## src/rtl/jtopll_mmr_wr.sv

```systemverilog
// CPU-side write decoder for the OPLL register file: turns address/data port writes
// into held update strobes, group/subslot selection and the rhythm control register.
module jtopll_mmr_wr #(
  parameter int HOLD = 18
) (
  input  logic       clk,
  input  logic       rst,
  input  logic       cen,
  input  logic [7:0] din,
  input  logic       addr,
  input  logic       cs_n,
  input  logic       wr_n,
  output logic [7:0] reg_din,
  output logic [1:0] sel_group,
  output logic [2:0] sel_sub,
  output logic       up_fnumlo,
  output logic       up_fnumhi,
  output logic       up_inst,
  output logic       up_original,
  output logic       rhy_en,
  output logic [4:0] rhy_kon,
  output logic       busy
);

  localparam int CW = $clog2(HOLD);

  typedef enum logic {ST_IDLE, ST_HOLD} state_t;

  state_t        state_q, state_d;
  logic [CW-1:0] cnt_q, cnt_d;
  logic          write_q;
  logic [7:0]    addr_q, addr_d;
  logic [3:0]    up_q, up_d;          // {fnumlo, fnumhi, inst, original}
  logic [7:0]    reg_din_q, reg_din_d;
  logic [1:0]    group_q, group_d;
  logic [2:0]    sub_q, sub_d;
  logic          rhy_en_q, rhy_en_d;
  logic [4:0]    rhy_kon_q, rhy_kon_d;

  logic       write_now, wr_event;
  logic [3:0] ch;
  logic       ch_ok, is_patch, is_rhy, is_fnlo, is_fnhi, is_inst;
  logic [1:0] ch_group;
  logic [2:0] ch_sub;

  // Holding wr_n low yields one event: only the 0->1 transition of the write level counts.
  assign write_now = !cs_n && !wr_n;
  assign wr_event  = write_now && !write_q;

  assign ch       = addr_q[3:0];
  assign ch_ok    = ch <= 4'd8;
  assign is_patch = addr_q[7:3] == 5'd0;
  assign is_rhy   = addr_q == 8'h0E;
  assign is_fnlo  = (addr_q[7:4] == 4'h1) && ch_ok;
  assign is_fnhi  = (addr_q[7:4] == 4'h2) && ch_ok;
  assign is_inst  = (addr_q[7:4] == 4'h3) && ch_ok;

  always_comb begin
    ch_group = 2'd0;
    ch_sub   = 3'd0;
    case (ch)
      4'd0: begin ch_group = 2'd0; ch_sub = 3'd0; end
      4'd1: begin ch_group = 2'd0; ch_sub = 3'd1; end
      4'd2: begin ch_group = 2'd0; ch_sub = 3'd2; end
      4'd3: begin ch_group = 2'd1; ch_sub = 3'd0; end
      4'd4: begin ch_group = 2'd1; ch_sub = 3'd1; end
      4'd5: begin ch_group = 2'd1; ch_sub = 3'd2; end
      4'd6: begin ch_group = 2'd2; ch_sub = 3'd0; end
      4'd7: begin ch_group = 2'd2; ch_sub = 3'd1; end
      4'd8: begin ch_group = 2'd2; ch_sub = 3'd2; end
      default: begin ch_group = 2'd0; ch_sub = 3'd0; end
    endcase
  end

  always_comb begin
    state_d   = state_q;
    cnt_d     = cnt_q;
    addr_d    = addr_q;
    up_d      = up_q;
    reg_din_d = reg_din_q;
    group_d   = group_q;
    sub_d     = sub_q;
    rhy_en_d  = rhy_en_q;
    rhy_kon_d = rhy_kon_q;

    if (wr_event && !addr) addr_d = din;

    if (wr_event && addr) begin
      if (is_rhy) begin
        rhy_en_d  = din[5];
        rhy_kon_d = din[4:0];
      end else if (state_q == ST_IDLE && (is_patch || is_fnlo || is_fnhi || is_inst)) begin
        state_d   = ST_HOLD;
        cnt_d     = '0;
        reg_din_d = din;
        up_d      = {is_fnlo, is_fnhi, is_inst, is_patch};
        group_d   = is_patch ? 2'd0 : ch_group;
        sub_d     = is_patch ? addr_q[2:0] : ch_sub;
      end
    end

    // The strobe spans one full slot round so every slot sees it once.
    if (state_q == ST_HOLD && cen) begin
      if (cnt_q == CW'(HOLD - 1)) begin
        state_d = ST_IDLE;
        up_d    = 4'd0;
      end else begin
        cnt_d = cnt_q + 1'b1;
      end
    end
  end

  always_ff @(posedge clk or posedge rst) begin
    if (rst) begin
      state_q   <= ST_IDLE;
      cnt_q     <= '0;
      write_q   <= 1'b0;
      addr_q    <= 8'd0;
      up_q      <= 4'd0;
      reg_din_q <= 8'd0;
      group_q   <= 2'd0;
      sub_q     <= 3'd0;
      rhy_en_q  <= 1'b0;
      rhy_kon_q <= 5'd0;
    end else begin
      state_q   <= state_d;
      cnt_q     <= cnt_d;
      write_q   <= write_now;
      addr_q    <= addr_d;
      up_q      <= up_d;
      reg_din_q <= reg_din_d;
      group_q   <= group_d;
      sub_q     <= sub_d;
      rhy_en_q  <= rhy_en_d;
      rhy_kon_q <= rhy_kon_d;
    end
  end

  assign reg_din     = reg_din_q;
  assign sel_group   = group_q;
  assign sel_sub     = sub_q;
  assign up_fnumlo   = up_q[3];
  assign up_fnumhi   = up_q[2];
  assign up_inst     = up_q[1];
  assign up_original = up_q[0];
  assign rhy_en      = rhy_en_q;
  assign rhy_kon     = rhy_kon_q;
  assign busy        = state_q == ST_HOLD;

endmodule

```

## config.mk

```make
export PLATFORM = sky130hd
export DESIGN_NAME = jtopll_mmr_wr
export DESIGN_NICKNAME = d
export VERILOG_FILES = /design/src/rtl/jtopll_mmr_wr.sv
export SDC_FILE = /design/constraint.sdc
export NUM_CORES = 1
export LEC_CHECK = 0
export ABC_CLOCK_PERIOD_IN_PS = 5300
export BUFFER_PORTS_ARGS = -buffer_cell sky130_fd_sc_hd__buf_2
export CAP_MARGIN = 20
export CORE_MARGIN = 2
export CORE_UTILIZATION = 50
export CTS_CLUSTER_SIZE = 8
export DETAILED_ROUTE_END_ITERATION = 10
export MAX_ROUTING_LAYER = met4
export PLACE_DENSITY = 0.74
export SLEW_MARGIN = 20
export SYNTH_ARGS = -nofsm -noshare
export SYNTH_HDL_FRONTEND = slang
export SYNTH_SLANG_ARGS = --single-unit
```

## constraint.sdc

```tcl
create_clock -name clk -period 5.3 [get_ports clk]
set_input_delay 0 -clock clk [delete_from_list [all_inputs] [get_ports clk]]
set_output_delay 0 -clock clk [all_outputs]
set_load 0.02 [all_outputs]
```

# == Yosys cells after proc, flatten, opt, wreduce, memory -nomap -nowiden ==
# Memories as Yosys holds them, arrays and structs flattened.
# Index checks and enable logic that the tools add are counted.
# word_totals
register_bits,38
romBits,64
out_inout_bits,24
word_cells,56
mem_count,1
# classes
addsub,1
order_cmp,1
eq_ne,5
mux,17
bitwise_logic,2
reduce_logical,19
# memory_table
name,words,word_bits,rd,rd_clocked_by_memory_dff,wr,line_no,source
(name not given),16,4,1,0,0,61,case (ch)
# ops
cell,n
two-way mux 5 bit,5
two-way mux 4 bit,5
logical AND 1 bit,9
"== test 4 x 2 -> 1 bit, second input constant",2
"== test 8 x 4 -> 1 bit, second input constant",1
"adder 5 x 1 -> 5 bit, second input constant",1
"== test 5 bit, second input constant",1
zero test 5 bit,1
two-way mux 1 bit,5
"== test 4 x 1 -> 1 bit, second input constant",1
"<= comparator 4 bit, second input constant",1
zero test 1 bit,4
logical OR 1 bit,3
two-way mux 3 bit,1
AND reduction 3 bit,1
two-way mux 2 bit,1
NOT 1 bit,2
AND reduction 2 bit,1

# == Depth between registers and ports, before layout ==
# logic_depth
ltp_word,11
mapped_depth,7

# == Worst setup path after synthesis ==
# OpenSTA, ideal clock, no wires.
# synth_path
path_type,reg-to-reg
startpoint,register addr_q[1]
endpoint,register reg_din_q[0] (netlist: reg_din[0])
setup_time_ps,125
arrival_time_ps,1685
t_required_ps,5175
setup_slack_ps,3490
stages_incl_launch_ff,8
cell_sequence,dfrtp_1 inv_1 ha_1 nor2b_1 o2111ai_1 a21oi_2 buf_6 mux2_2
# synth_between
elab_chain_len,7
# synth_rtl
element,line_no,source
from (decl),32,"logic [7:0] addr_q, addr_d;"
from (signal assigned),129,addr_q <= addr_d;
<= comparator 4 bit,51,assign ch_ok = ch <= 4'd8;
logical AND 1 bit,54,assign is_fnlo = (addr_q[7:4] == 4'h1) && ch_ok;
logical OR 1 bit (3 in series),92,end else if (state_q == ST_IDLE && (is_patch || is_fnlo || is_fnhi || is_inst)) begin
logical AND 1 bit,92,
AND reduction 3 bit (no line) *,-,
to (signal assigned),131,reg_din_q <= reg_din_d;
to (decl),34,"logic [7:0] reg_din_q, reg_din_d;"
# Mark *: on every way between the ends. The rest lies on a longest branch, timed or not.
# A chain may end at the register's enable or synchronous reset.

# == Worst setup path after layout ==
# layout_path
startpoint,register addr_q[1]
endpoint,register group_q[1] (netlist: sel_group[1])
# layout_between
elab_chain_len,7
# layout_rtl
element,line_no,source
<= comparator 4 bit,51,
logical AND 1 bit,54,
logical OR 1 bit (3 in series),92,
logical AND 1 bit,92,
AND reduction 3 bit (no line),-,
to (signal assigned),132,group_q <= group_d;
to (decl),35,"logic [1:0] group_q, group_d;"
# Parallel ways exist; a longest one is shown, timed or not.

==> out/qor.yml <==
detailed_routing:
  antenna_left: 0
  detail_route.iter0.violations: 58
  wl_per_cell_um: 13.8
  num_vias: 1349
  drc: 0
  wl_um: 3520
  viasPerCell: 5.29
  drtPass1Iterations: 4
sta:
  fmax_mhz: 429
  tightest_slew_ns: 0.726
  skew_ns: 0.00430
  setup_tns_ns: 0
  fin_crit_sh_pct: 44.0
  fin_crit_ns: 2.33
  relSlewSlack_pct: 51.4
  hold_viol: 0
  final-max-slew-violation-count: 0
  rsz0062_at_grt: "no"
  finalSetupViolations: 0
logic_synthesis:
  synthAdderAreaFrac_pct: 4.18
  synthTopCellsByArea: "dfrtp_1 53%, mux2_2 14%, ha_1 4.2%, nand2_1 4.0%, o21ai_0 2.5%"
  syn_nets: 176
  synth.avg_cell_area_um2: 11.5
  synth_seq_cells: 38
  synth_top_family_by_area: "simple AND/OR/NAND/NOR gates"
  syn_inst: 156
  ys_seq_area_share_pct: 53.0
  yosysWarnings: 0
  ys_types: 36
  synth_top_area_cell: "dfrtp_1"
  synthMuxAreaShare_pct: 14.9
  synthDominantCellAreaShare_pct: 53.0
  synth_xor_area_share_pct: 0.488
  synth_compound_area_share_pct: 8.37
  netlist_area_um2: 1790
  synthSimpleGateAreaFrac_pct: 15.4
floorplanning:
  core-area_um2: 3390
  die_w_um: 63.9
  die_h_um: 63.9
  initial_utilization_pct: 52.9
  io_pins: 38
  placementRows: 21
  dieArea_um2: 4080
hold_path:
  hold_path.class: "input pin to flop"
  worstHoldStart: "wr_n"
  hold_end: "sel_sub[2]$_DFFE_PP0P_"
  hold_depth: 4
layout:
  nets: 229
  regArea_um2: 951
  final_cell_mix: "38 x dfrtp_1, 37 x buf_2, 22 x mux2_2"
  fillers: 293
  final_layout_size_suffix_gt1_share_pct: 34.0
  n_antenna_cell: 0
  multi_input_area_um2: 786
  syn_to_final_growth_pct: 21.8
  fin_util_pct: 64.5
  mostFrequentLayoutCell: "dfrtp_1"
power_and_ir_drop:
  power_density_nw_per_um2: 406
  p_leak_nw: 1.07
  finalPower_w: 0.000888
  vdd_drop_max_mv: 0.272
placed_design:
  port_buffers: 37
  place_congestion: 0.812
  dp_hpwl_um: 2590
worst_setup_path:
  required_ns: 5.54
  path_class: "flop to flop"
  worstReg2RegStart: "addr_q[1]$_DFFE_PP0P_"
  path_max_fanout: 21
  cp-start-kind: "flop"
  rr_worst_depth: 6
  cp-end-kind: "flop"
  worstReg2RegEnd: "sel_group[1]$_DFFE_PP0P_"
  r2r_slack_ns: 2.97
  critPathArrivalTime_ns: 2.57
clock_network:
  cts_resized: 0
  cts_buffer_depth: 2
  cts_max_level: 2
  cts_buffers: 5
  clock_latency_ns: 0.35
  clkSinkCount: 38
  clkSlewWorstSetupHoldPaths_ns: 0.10
  clockRootBuffer: "clkbuf_4"
  cts_tree: "built"
global_route:
  gr-usage-all-layers_pct: 19.7
  grt_max_degree: 39
  grt_overflow: 0
  antenna_found_initial: 0
  grt_pass1_vias: 1375
  grt_pass1_wl_um: 6090
status:
  outcome: "finished, final reports clean"
job:
  maxCapViolCount: 0
==> timing repair <==
item / 4_1_cts / 5_1_grt
hold endpoints to repair: 62 / 0
setup buffers: 0 / 0
hold buffers: 12 / 0
==> synthesized netlist by cell type <==
library cell  instances
o211a_1               1
nor4bb_1              1
a211oi_1              1
a31oi_1               2
nor3_1                2
nor2_1                7
a41oi_1               1
a21o_1                1
o22ai_1               2
nand3b_1              1
a21oi_1               1
nor4_1                2
o31ai_1               1
o21a_1                1
a21oi_2               1
nand2_1              19
buf_6                 2
o21ai_0               9
ha_1                  6
nand3_1               7
dfrtp_1              38
or4_4                 1
nor2b_1               3
nor3_4                1
mux2i_1               2
inv_1                 8
mux2_2               22
buf_4                 1
nand4bb_1             1
o2111ai_1             1
o311ai_0              1
or3b_2                1
or3_1                 3
nand4_1               3
buf_2                 1
xor2_1                1
==> state kept, by name, summed over array words and instances (netlist names) <==
register,flops
addr_q,8
reg_din,8
cnt_q,5
rhy_kon,5
up_q,4
sel_sub,3
sel_group,2
busy,1
rhy_en,1
write_q,1
==> stage by stage <==
step	cells	hold WS (ns)	cell area (µm²)	worst slack (ns)
floorplan	156	0.0607	1790	3.49
global placement	236	0.122	2010	2.88
detailed placement	236	0.133	2010	2.71
CTS	255	0.0490	2180	2.71
global route	255	0.0969	2180	2.83
finish	255	0.0752	2180	2.97
==> final cells by class <==
| class | instances | area share [%] |
|---|---|---|
| Sequential cell | 38 | 43.5 |
| Multi-Input combinational cell | 106 | 36.0 |
| Timing Repair Buffer | 50 | 14.3 |
| Tap cell | 46 | 2.63 |
| Clock buffer | 5 | 1.72 |
| Inverter | 8 | 1.37 |
| Clock inverter | 2 | 0.458 |
==> cell families (layout without fill, tap and decap cells) <==
group | after synthesis | count (layout)
muxes | 24 | 24
AOI/OAI and AO/OA | 23 | 23
adders and majority gates | 6 | 6
buffers and inverters | 12 | 65
and+or+nand+nor | 52 | 52
DFF | 38 | 38
xor gates and xnor gates | 1 | 1
==> per-layer routing <==
layer / wire length (µm) / track usage [%] / vias up / part of all wire [%]
met3: 217 / 5.46 / 6 / 6.2
met4: 51 / 6.79 / 0 / 1.5
met5: 0 / - / - / 0
met1: 1520 / 23.9 / 636 / 43
met2: 1730 / 31.6 / 43 / 49
li1: - / - / 664 / -
==> worst max-delay path: stages, from the launching register on <==
cell,delay [ns]
dfrtp_1,0.43
inv_1,0.13
ha_1,0.15
nor2b_1,0.21
o2111ai_1,0.27
a21oi_4,0.62
mux2_2,0.41
==> worst max path at each step <==
| stage | from | end | slack (ns) | cells past startpoint |
|---|---|---|---|---|
| final | addr_q[1]$_DFFE_PP0P_ | sel_group[1]$_DFFE_PP0P_ | 2.97 | 6 |
| after global routing | addr_q[0]$_DFFE_PP0P_ | reg_din[6]$_DFFE_PP0P_ | 2.83 | 6 |
| after CTS | addr_q[1]$_DFFE_PP0P_ | reg_din[7]$_DFFE_PP0P_ | 2.71 | 6 |
| after detailed placement | addr_q[1]$_DFFE_PP0P_ | reg_din[7]$_DFFE_PP0P_ | 2.71 | 6 |
| after global placement | addr_q[1]$_DFFE_PP0P_ | sel_sub[0]$_DFFE_PP0P_ | 2.88 | 6 |
| after floorplan | addr_q[1]$_DFFE_PP0P_ | reg_din[0]$_DFFE_PP0P_ | 3.49 | 7 |
==> report_power, final <==
part	switching [W]	leakage [nW]	internal [W]	total [W]
registers	0.0000711	0.485	0.000372	0.000443
logic	0.000175	0.555	0.000132	0.000307
clock network	0.0000896	0.0308	0.0000476	0.000137
total	0.000336	1.07	0.000552	0.000888
(Power assumes the default switching activity.)
